--- config.mk ---
export PLATFORM = sky130hd
export DESIGN_NAME = cmdin_copy_opt_sched_flat
export DESIGN_NICKNAME = d
export VERILOG_FILES = /design/src/rtl/cmdin_copy_opt_sched_pkg.sv /design/src/rtl/cmdin_copy_opt_sched_if.sv /design/src/rtl/cmdin_copy_opt_sched_rr_arb2.sv /design/src/rtl/cmdin_copy_opt_sched.sv /design/src/flat_wrapper.sv
export SDC_FILE = /design/constraint.sdc
export NUM_CORES = 1
export LEC_CHECK = 0
export ABC_AREA = 1
export CORE_ASPECT_RATIO = 1.2
export CORE_MARGIN = 4
export CORE_UTILIZATION = 52
export DETAILED_ROUTE_END_ITERATION = 6
export GPL_TIMING_DRIVEN = 0
export PLACE_DENSITY = 0.87
export REMOVE_ABC_BUFFERS = 1
export SYNTH_ARGS = -nofsm -noshare
export SYNTH_HDL_FRONTEND = slang
export SYNTH_SLANG_ARGS = --single-unit
--- constraint.sdc ---
create_clock -name clk -period 3.35 [get_ports clk]
set_input_delay 0.67 -clock clk [delete_from_list [all_inputs] [get_ports clk]]
set_output_delay 0.67 -clock clk [all_outputs]
set_load 0.01 [all_outputs]
--- src/rtl/cmdin_copy_opt_sched_pkg.sv ---
// cmdin_pkg: types and constants shared by the copy-opt scheduler files.
//   CopySchedState_t : scheduler FSM state encoding
//   CMD_*            : command type codes carried on req_cmd_type / eng_cmd_type
//   is_bypass()      : decides whether a granted job skips the engine
package cmdin_pkg;

  typedef enum logic [1:0] {
    ST_IDLE  = 2'd0,
    ST_START = 2'd1,
    ST_WAIT  = 2'd2,
    ST_DONE  = 2'd3
  } CopySchedState_t;

  localparam logic [1:0] CMD_EXEC_TASK     = 2'd0;
  localparam logic [1:0] CMD_SETUP_INST    = 2'd1;
  localparam logic [1:0] CMD_EXEC_PERIODIC = 2'd2;

  // A job skips the engine when optimisation is off, it has no arguments to
  // copy, or it is a setup-inst command (nothing to optimise there).
  function automatic logic is_bypass(input logic       opt_en,
                                     input logic [3:0] num_args,
                                     input logic [1:0] cmd_type);
    logic bypass;
    bypass = 1'b0;
    if (!opt_en || (num_args == 4'd0) || (cmd_type == CMD_SETUP_INST)) begin
      bypass = 1'b1;
    end else begin
      bypass = 1'b0;
    end
    return bypass;
  endfunction

endpackage

--- src/rtl/cmdin_copy_opt_sched_if.sv ---
// Bus between the two command-in requesters, the scheduler and the copy-opt
// engine.
//   req_valid/req_ready        : per-requester job handshake ([0] cmd in, [1] int cmd in)
//   req_first_idx/_next_idx    : per-requester subqueue operands
//   req_num_args/req_cmd_type  : per-requester job descriptor
//   req_done                   : one-cycle completion pulse to the owner
//   eng_start/eng_finished     : engine run protocol
//   eng_*                      : operands held for the engine during a run
// Modports: master = requesters + engine side, slave = scheduler.
interface cmdin_copy_opt_sched_if #(
  parameter int SUBQUEUE_BITS = 6
) ();

  logic [1:0]                        req_valid;
  logic [1:0]                        req_ready;
  logic [1:0][SUBQUEUE_BITS-1:0]     req_first_idx;
  logic [1:0][SUBQUEUE_BITS-1:0]     req_first_next_idx;
  logic [1:0][3:0]                   req_num_args;
  logic [1:0][1:0]                   req_cmd_type;
  logic [1:0]                        req_done;

  logic                              eng_start;
  logic                              eng_finished;
  logic [SUBQUEUE_BITS-1:0]          eng_first_idx;
  logic [SUBQUEUE_BITS-1:0]          eng_first_next_idx;
  logic [3:0]                        eng_num_args;
  logic [1:0]                        eng_cmd_type;
  logic                              eng_queue_select;

  modport master (
    output req_valid, req_first_idx, req_first_next_idx, req_num_args,
           req_cmd_type, eng_finished,
    input  req_ready, req_done, eng_start, eng_first_idx, eng_first_next_idx,
           eng_num_args, eng_cmd_type, eng_queue_select
  );

  modport slave (
    input  req_valid, req_first_idx, req_first_next_idx, req_num_args,
           req_cmd_type, eng_finished,
    output req_ready, req_done, eng_start, eng_first_idx, eng_first_next_idx,
           eng_num_args, eng_cmd_type, eng_queue_select
  );

endinterface

--- src/rtl/cmdin_copy_opt_sched_rr_arb2.sv ---
// rr_arb2: two-way round-robin arbiter.
//   i_valid    : request bits, [0] cmd in, [1] int cmd in
//   i_last_gnt : index of the requester granted most recently
//   o_grant    : one-hot (or zero) grant; on a tie the requester that did not
//                win last time is chosen
module rr_arb2 (
  input  logic [1:0] i_valid,
  input  logic       i_last_gnt,
  output logic [1:0] o_grant
);

  // Grant decode; ties go to the requester other than i_last_gnt.
  always_comb begin
    o_grant = 2'b00;
    case (i_valid)
      2'b01:   o_grant = 2'b01;
      2'b10:   o_grant = 2'b10;
      2'b11:   o_grant = i_last_gnt ? 2'b01 : 2'b10;
      default: o_grant = 2'b00;
    endcase
  end

endmodule

--- src/rtl/cmdin_copy_opt_sched.sv ---
// cmdin_copy_opt_sched: shares one copy-opt engine between the command-in and
// internal command-in paths. One job at a time: grant (IDLE), pulse eng_start
// (START), wait for eng_finished (WAIT), pulse req_done to the owner (DONE).
// Bypassed jobs go straight from grant to DONE.
//   clk, rstn  : clock, asynchronous active-low reset
//   opt_enable : 0 forces every job to bypass; sampled only at grant
//   bus        : requester handshake/payload and engine operands (slave side)
//   busy       : high whenever the FSM is not in IDLE
//   run_count  : saturating count of engine runs started
module cmdin_copy_opt_sched
  import cmdin_pkg::*;
#(
  parameter int SUBQUEUE_BITS = 6
) (
  input  logic                  clk,
  input  logic                  rstn,
  input  logic                  opt_enable,
  cmdin_copy_opt_sched_if.slave bus,
  output logic                  busy,
  output logic [31:0]           run_count
);

  CopySchedState_t            r_state;
  CopySchedState_t            w_next_state;

  logic                       r_last_gnt;
  logic [1:0]                 w_grant;
  logic                       w_gnt_idx;
  logic                       w_bypass;
  logic                       w_start;
  logic [1:0]                 w_ready;
  logic [1:0]                 w_done_vec;

  logic                       r_eng_start;
  logic [SUBQUEUE_BITS-1:0]   r_eng_first_idx;
  logic [SUBQUEUE_BITS-1:0]   r_eng_first_next_idx;
  logic [3:0]                 r_eng_num_args;
  logic [1:0]                 r_eng_cmd_type;
  logic                       r_eng_queue_select;
  logic [1:0]                 r_req_done;
  logic                       r_busy;
  logic [31:0]                r_run_count;

  rr_arb2 u_arb (
    .i_valid    (bus.req_valid),
    .i_last_gnt (r_last_gnt),
    .o_grant    (w_grant)
  );

  // Next-state decode plus grant/start/done strobes for the job sequencer.
  always_comb begin
    w_next_state = r_state;
    w_ready      = 2'b00;
    w_start      = 1'b0;
    w_done_vec   = 2'b00;
    w_gnt_idx    = w_grant[1];
    w_bypass     = is_bypass(opt_enable, bus.req_num_args[w_gnt_idx],
                             bus.req_cmd_type[w_gnt_idx]);
    case (r_state)
      ST_IDLE: begin
        if (w_grant != 2'b00) begin
          w_ready = w_grant;
          if (w_bypass) begin
            w_next_state = ST_DONE;
            w_done_vec   = w_grant;
          end else begin
            w_next_state = ST_START;
            w_start      = 1'b1;
          end
        end else begin
          w_next_state = ST_IDLE;
        end
      end
      ST_START: begin
        w_next_state = ST_WAIT;
      end
      ST_WAIT: begin
        if (bus.eng_finished) begin
          w_next_state = ST_DONE;
          w_done_vec   = r_eng_queue_select ? 2'b10 : 2'b01;
        end else begin
          w_next_state = ST_WAIT;
        end
      end
      ST_DONE: begin
        w_next_state = ST_IDLE;
      end
      default: begin
        w_next_state = ST_IDLE;
      end
    endcase
  end

  // FSM state register.
  always_ff @(posedge clk or negedge rstn) begin
    if (!rstn) begin
      r_state <= ST_IDLE;
    end else begin
      r_state <= w_next_state;
    end
  end

  // Operand latch, output strobes, owner pointer and run counter.
  always_ff @(posedge clk or negedge rstn) begin
    if (!rstn) begin
      r_last_gnt           <= 1'b1;
      r_eng_start          <= 1'b0;
      r_eng_first_idx      <= '0;
      r_eng_first_next_idx <= '0;
      r_eng_num_args       <= 4'd0;
      r_eng_cmd_type       <= 2'd0;
      r_eng_queue_select   <= 1'b0;
      r_req_done           <= 2'b00;
      r_busy               <= 1'b0;
      r_run_count          <= 32'd0;
    end else begin
      r_eng_start <= w_start;
      r_req_done  <= w_done_vec;
      r_busy      <= (w_next_state != ST_IDLE);
      // Operands are captured once at grant and then held until the next
      // grant, so the engine sees them stable for its whole run.
      if ((r_state == ST_IDLE) && (w_grant != 2'b00)) begin
        r_eng_first_idx      <= bus.req_first_idx[w_gnt_idx];
        r_eng_first_next_idx <= bus.req_first_next_idx[w_gnt_idx];
        r_eng_num_args       <= bus.req_num_args[w_gnt_idx];
        r_eng_cmd_type       <= bus.req_cmd_type[w_gnt_idx];
        r_eng_queue_select   <= w_gnt_idx;
      end else begin
        r_eng_queue_select   <= r_eng_queue_select;
      end
      if (r_state == ST_DONE) begin
        r_last_gnt <= r_eng_queue_select;
      end else begin
        r_last_gnt <= r_last_gnt;
      end
      if ((r_state == ST_START) && (r_run_count != 32'hFFFF_FFFF)) begin
        r_run_count <= r_run_count + 32'd1;
      end else begin
        r_run_count <= r_run_count;
      end
    end
  end

  assign bus.req_ready          = w_ready;
  assign bus.req_done           = r_req_done;
  assign bus.eng_start          = r_eng_start;
  assign bus.eng_first_idx      = r_eng_first_idx;
  assign bus.eng_first_next_idx = r_eng_first_next_idx;
  assign bus.eng_num_args       = r_eng_num_args;
  assign bus.eng_cmd_type       = r_eng_cmd_type;
  assign bus.eng_queue_select   = r_eng_queue_select;
  assign busy                   = r_busy;
  assign run_count              = r_run_count;

endmodule

--- src/flat_wrapper.sv ---
// flat-port wrapper written by rule: the top's interface ports become plain ports
module cmdin_copy_opt_sched_flat import cmdin_pkg::*;
#(
  parameter int SUBQUEUE_BITS = 6
)
  (clk, rstn, opt_enable, busy, run_count, bus_req_valid, bus_req_first_idx, bus_req_first_next_idx, bus_req_num_args, bus_req_cmd_type, bus_eng_finished, bus_req_ready, bus_req_done, bus_eng_start, bus_eng_first_idx, bus_eng_first_next_idx, bus_eng_num_args, bus_eng_cmd_type, bus_eng_queue_select);
  cmdin_copy_opt_sched_if #(.SUBQUEUE_BITS(SUBQUEUE_BITS)) bus_i ();
  input  logic clk;
  input  logic rstn;
  input  logic opt_enable;
  output logic busy;
  output logic [31:0] run_count;
  input wire logic [$bits(bus_i.req_valid)-1:0] bus_req_valid;
  input wire logic [$bits(bus_i.req_first_idx)-1:0] bus_req_first_idx;
  input wire logic [$bits(bus_i.req_first_next_idx)-1:0] bus_req_first_next_idx;
  input wire logic [$bits(bus_i.req_num_args)-1:0] bus_req_num_args;
  input wire logic [$bits(bus_i.req_cmd_type)-1:0] bus_req_cmd_type;
  input wire logic [$bits(bus_i.eng_finished)-1:0] bus_eng_finished;
  output wire logic [$bits(bus_i.req_ready)-1:0] bus_req_ready;
  output wire logic [$bits(bus_i.req_done)-1:0] bus_req_done;
  output wire logic [$bits(bus_i.eng_start)-1:0] bus_eng_start;
  output wire logic [$bits(bus_i.eng_first_idx)-1:0] bus_eng_first_idx;
  output wire logic [$bits(bus_i.eng_first_next_idx)-1:0] bus_eng_first_next_idx;
  output wire logic [$bits(bus_i.eng_num_args)-1:0] bus_eng_num_args;
  output wire logic [$bits(bus_i.eng_cmd_type)-1:0] bus_eng_cmd_type;
  output wire logic [$bits(bus_i.eng_queue_select)-1:0] bus_eng_queue_select;
  assign bus_i.req_valid = bus_req_valid;
  assign bus_i.req_first_idx = bus_req_first_idx;
  assign bus_i.req_first_next_idx = bus_req_first_next_idx;
  assign bus_i.req_num_args = bus_req_num_args;
  assign bus_i.req_cmd_type = bus_req_cmd_type;
  assign bus_i.eng_finished = bus_eng_finished;
  assign bus_req_ready = bus_i.req_ready;
  assign bus_req_done = bus_i.req_done;
  assign bus_eng_start = bus_i.eng_start;
  assign bus_eng_first_idx = bus_i.eng_first_idx;
  assign bus_eng_first_next_idx = bus_i.eng_first_next_idx;
  assign bus_eng_num_args = bus_i.eng_num_args;
  assign bus_eng_cmd_type = bus_i.eng_cmd_type;
  assign bus_eng_queue_select = bus_i.eng_queue_select;
  cmdin_copy_opt_sched #(.SUBQUEUE_BITS(SUBQUEUE_BITS)) u_core (.clk(clk), .rstn(rstn), .opt_enable(opt_enable), .bus(bus_i), .busy(busy), .run_count(run_count));
endmodule
# Word-level counts from Yosys, hierarchy flattened
# Index checks and enable logic that the tools add are counted.
[word_totals]
regBits = 58
in_bits = 42
output_inout_bits = 57
[op_classes]
order_cmp = 1
eq_ne = 8
n_reduce_logical = 9
addsub = 1
mux = 25
[op_table]
columns = ["cell", "count"]
rows = [
  ["32-bit by 1-bit adder with 32-bit output (second input constant)", 1],
  ["32-bit != test (second input constant)", 1],
  ["6-bit 2-to-1 mux", 4],
  ["2-bit 2-to-1 mux", 11],
  ["2-bit == test (second input constant)", 4],
  ["4-bit 2-to-1 mux", 2],
  ["2-bit case mux with 4 select lines", 1],
  ["2-bit by 1-bit == test with 1-bit output (second input constant)", 3],
  ["2-bit case mux with 3 select lines", 1],
  ["1-bit 2-to-1 mux", 5],
  ["4-bit zero test", 1],
  ["2-bit case mux with 2 select lines", 1],
  ["2-bit nonzero test", 2],
  ["1-bit logical AND", 2],
  ["2-bit zero test", 1],
  ["1-bit logical OR", 2],
  ["1-bit by 2-bit < comparator with 1-bit output (second input constant)", 1],
  ["1-bit zero test", 1],
]

# Longest topological paths before layout
[logic_depth]
depth_word = 12
depth_mapped = 11
mapped_depth_nobuf = 10

# Modules after synthesis
# Synthesis repeated with hierarchy kept, for this count alone.
[unflattened]
hier_cells = 495
area_unflattened_um2 = 3405.8
[by_module_without_submodules]
columns = ["module", "seq_area_each_um2", "cells_each", "n_inst", "area_each_um2"]
rows = [
  ["cmdin_copy_opt_sched", 1452.6, 490, 1, 3384.5],
  ["rr_arb2", 0.0, 5, 1, 21.3],
]

# Worst setup path after synthesis
# No wires, ideal clock.
[synth_timing]
path_kind = "input port to output port"
startpoint = "input port bus_req_valid[0]"
endpoint = "output port bus_req_ready[1]"
cell_stages = 4
slack_ps = 1381
required_time_ps = 2680
arrival_time_ps = 1299
path_buffers = 1
path_cell_list = "nand2_1 -> nand2_1 -> buf_2 -> nor2_1"
[synth_via]
elab_chain_cells = 5
elab_cells_between_ends = 7
classes_between = "eq/ne: 3; mux: 3; reduce/logical: 1"
[synth_rtl]
columns = ["item", "line_no", "text"]
rows = [
  ["start: declaration", "flat_wrapper.sv:13", "input wire logic [$bits(bus_i.req_valid)-1:0] bus_req_valid;"],
  ["2-bit == test / 2-bit by 1-bit == test with 1-bit output (equally long branches)", "cmdin_copy_opt_sched_rr_arb2.sv:15", "case (i_valid)"],
  ["2-bit case mux with 3 select lines (*)", "cmdin_copy_opt_sched_rr_arb2.sv:15", ""],
  ["2-bit nonzero test", "cmdin_copy_opt_sched.sv:61", "if (w_grant != 2'b00) begin"],
  ["2-bit 2-to-1 mux (*)", "cmdin_copy_opt_sched.sv:61", ""],
  ["2-bit 2-to-1 mux (*)", "cmdin_copy_opt_sched.sv:59", "case (r_state)"],
  ["end: declaration", "flat_wrapper.sv:19", "output wire logic [$bits(bus_i.req_ready)-1:0] bus_req_ready;"],
]
# Mark *: on every way between the ends. The rest lies on a longest branch, timed or not.

# Final worst setup path
# Ends and elaborated chain as after synthesis.

==> qor.txt <==
mean routed wirelength per cell - 13.08 um
CTS max path bufs - 2
Final Hold Viols - 0
final clock skew - 11.36 ps
Multi-input gate area - 1753 um^2
outcome - finished, final reports clean
Die Ht - 96.46 um
setup tns final - 0 ps
Clk Latency, worst-skew pair - 330 ps
Setup WS pre-CTS - -486.1 ps
fraction of layout cells with a size suffix above 1 - 5.210%
setup violators final - 0
num rows - 31
Die ar. - 7882 um^2
worst setup margin - 216.5 ps
Cell variety after synth - 26
clk slew on worst S/H paths - 70 ps
Synth Area per Inst - 6.878 um^2
Sink Count - 58
#FFs+latches synth - 58
Finished Core Util - 75.03%
crit path max-delay cell type - clkdlybuf4s50_1
Hold Crit Class - in -> async
vias in the first global route - 3413
worst-path fanout max - 20
Crit path top cell by count - clkdlybuf4s50_1
CP peak stage delay - 580 ps
total number of vias - 3485
Synth warnings - 0
EDFF count, synth - 0
Slew Viols, Final - 0
most numerous cell in the Yosys netlist - nand2_1
crit path cell chain - clkdlybuf4s50_1 -> nand2_2 -> nand2_4 -> nor2_1 -> clkdlybuf4s50_1
Commonest cells post-synth - nand2_1 (222), nor2_1 (71), dfrtp_1 (57), nand3_1 (37), inv_1 (32)
synth top area cells - dfrtp_1 (42%), nand2_1 (25%), nor2_1 (7.9%), nand3_1 (5.5%), inv_1 (3.5%)
CTS root buffer - clkbuf_8
WP data arrival - 2460 ps
first-pass GRT wire length - 15230 um
htree depth - 3
total CTS buffers - 9
DRC viols - 0
antenna violations before repair - 0
sequential-to-total area share from yosys stat - 42.84%
RSZ-0062 raised after global routing - false
DRT Wirelength - 8853 um
Bufs and invs on worst path - 2
grt ovf - 0
IO Count - 99
min Tclk post-route - 3134 ps
postcts setup bufs - 0
placed cell area - 4446 um^2
slew at the pin closest to its max-slew limit - 788.0 ps
CTS tree - yes
WS Path Type - in -> out
port buffer count - 98
DRT iter0 DRCs - 195
Die W - 81.72 um
final period utilization - 93.54%
Max Fclk - 319.1 MHz
Crit path required time - 2680 ps
Yosys top cell by area - dfrtp_1
number of diodes - 0
VDD IR max - 0.0003709 V
P_leak - 2.100 nW
Core ar. - 6167 um^2
post-detail-place hpwl - 6739 um
Seq. cell area - 1453 um^2
post-DR vias/cell - 5.148
final RePlAce weighted congestion - 0.9244
worst hold slack - 271.5 ps
CP Launch Type - input pin
top-area cell type share of the netlist area - 42.07%
Initial Util - 54.98%
pin count of the biggest net entering global routing - 42
Post-Syn Area - 3391 um^2
max cap viols - 0
area growth from synthesis to layout - 36.46%
Crit. End Element - output pin
finished layout cell area - 4627 um^2
ys async rst share - 100.0%
pwr dens - 580.0 nW/um^2
antenna-violating nets left - 0
Gate Count Post-Synth - 493
Slew HR - 47.47%
GRT Total Usage - 24.99%
Fillers - 470
cell family with most CP delay - buffers and inverters
Synth Flop Type - dfrtp_1
Layout Nets - 637
TritonRoute pass-1 iters - 4
==> cell families after synthesis <==
kind of cell | after synthesis | synth area share (%)
adder cells (fa/ha/maj) | 5 | 1.845
flip-flops | 58 | 42.84
buffers and inverters | 47 | 5.830
XOR/XNOR | 13 | 3.358
AND/OR/NAND/NOR | 343 | 41.37
AO/OA/AOI/OAI | 27 | 4.760
==> report_power, final <==
| part | internal, mW | switching [mW] |
|---|---|---|
| sequential | 0.884 | 0.126 |
| combinational | 0.526 | 0.586 |
| clock | 0.284 | 0.278 |
==> layout make-up <==
type	count	area share [%]
inverter	33	2.677
tap	82	2.217
timing repair buffer	100	22.12
sequential	58	31.40
clock buffer	11	3.056
clock inverter	5	0.6490
multi-input combinational	388	37.89
==> worst reg2reg max path, delay by kind of cell (launching register included) <==
family,cells,cell delay [ps]
AND/OR/NAND/NOR,7,1060
flip-flops,1,440
adder cells (fa/ha/maj),1,280
buffers and inverters,2,400
==> metrics by stage <==
| step | instances | power (mW) |
|---|---|---|
| after floorplan | 479 | 1.540 |
| after global routing | 677 | 2.887 |
| after detailed placement | 661 | 2.135 |
| after global placement | 659 | 2.064 |
| final | 677 | 2.683 |
| after CTS | 677 | 2.702 |
==> state kept, by name, indices dropped and copies added, names as in the netlist, 2 cells and up <==
signal / flops
u_core.bus.eng_cmd_type: 2
u_core.bus.eng_first_idx: 6
u_core.bus.eng_first_next_idx: 6
u_core.bus.eng_num_args: 4
u_core.bus.req_done: 2
u_core.r_state: 2
u_core.run_count: 32
==> metal layers <==
| layer | wire length, um | vias up | part of all wire [%] | global-route usage [%] |
|---|---|---|---|---|
| met4 | 151 | 0 | 1.7 | 7.618 |
| met3 | 999 | 16 | 11 | 9.369 |
| li1 | - | 1736 | - | - |
| met5 | 0 | - | 0 | 0 |
| met1 | 3278 | 1587 | 37 | 27.65 |
| met2 | 4423 | 146 | 50 | 44.29 |
==> cells in the final DEF (no fill, tap or decap), drive strengths merged <==
cell type / n
clkinv: 3
nor2: 75
a21boi: 1
a21oi: 1
clkdlybuf4s15: 1
a31oi: 18
nand3b: 2
o21ai: 6
ha: 5
o22ai: 1
dfstp: 1
clkinvlp: 2
xnor2: 9
clkdlybuf4s50: 96
clkbuf: 11
dfrtp: 57
nand2: 226
nand3: 37
inv: 33
buf: 3
xor2: 4
nand4: 3
==> final timing paths <==
kind | startpoint | end | slack [ps] | cells past startpoint
setup / recovery | bus_req_valid[0] | bus_req_ready[1] | 220 | 5
max in group asynchronous | rstn | u_core.r_last_gnt$_DFFE_PN1N_ | 2460 | 2
hold / removal | rstn | u_core.run_count[12]$_DFFE_PN0P_ | 270 | 1
hold reg to reg | u_core.bus.eng_cmd_type[1]$_DFFE_PN0P_ | u_core.bus.eng_cmd_type[1]$_DFFE_PN0P_ | 500 | 2
setup reg to reg | u_core.run_count[0]$_DFFE_PN0P_ | u_core.run_count[27]$_DFFE_PN0P_ | 1060 | 10
min in group clk | u_core.bus.eng_cmd_type[1]$_DFFE_PN0P_ | u_core.bus.eng_cmd_type[1]$_DFFE_PN0P_ | 500 | 2
==> timing repair <==
item                       in CTS  in global routing
resized for setup               3                  2
hold buffers                    0                  0
setup endpoints to repair       1                  1
Power figures use the tool's default switching activity.
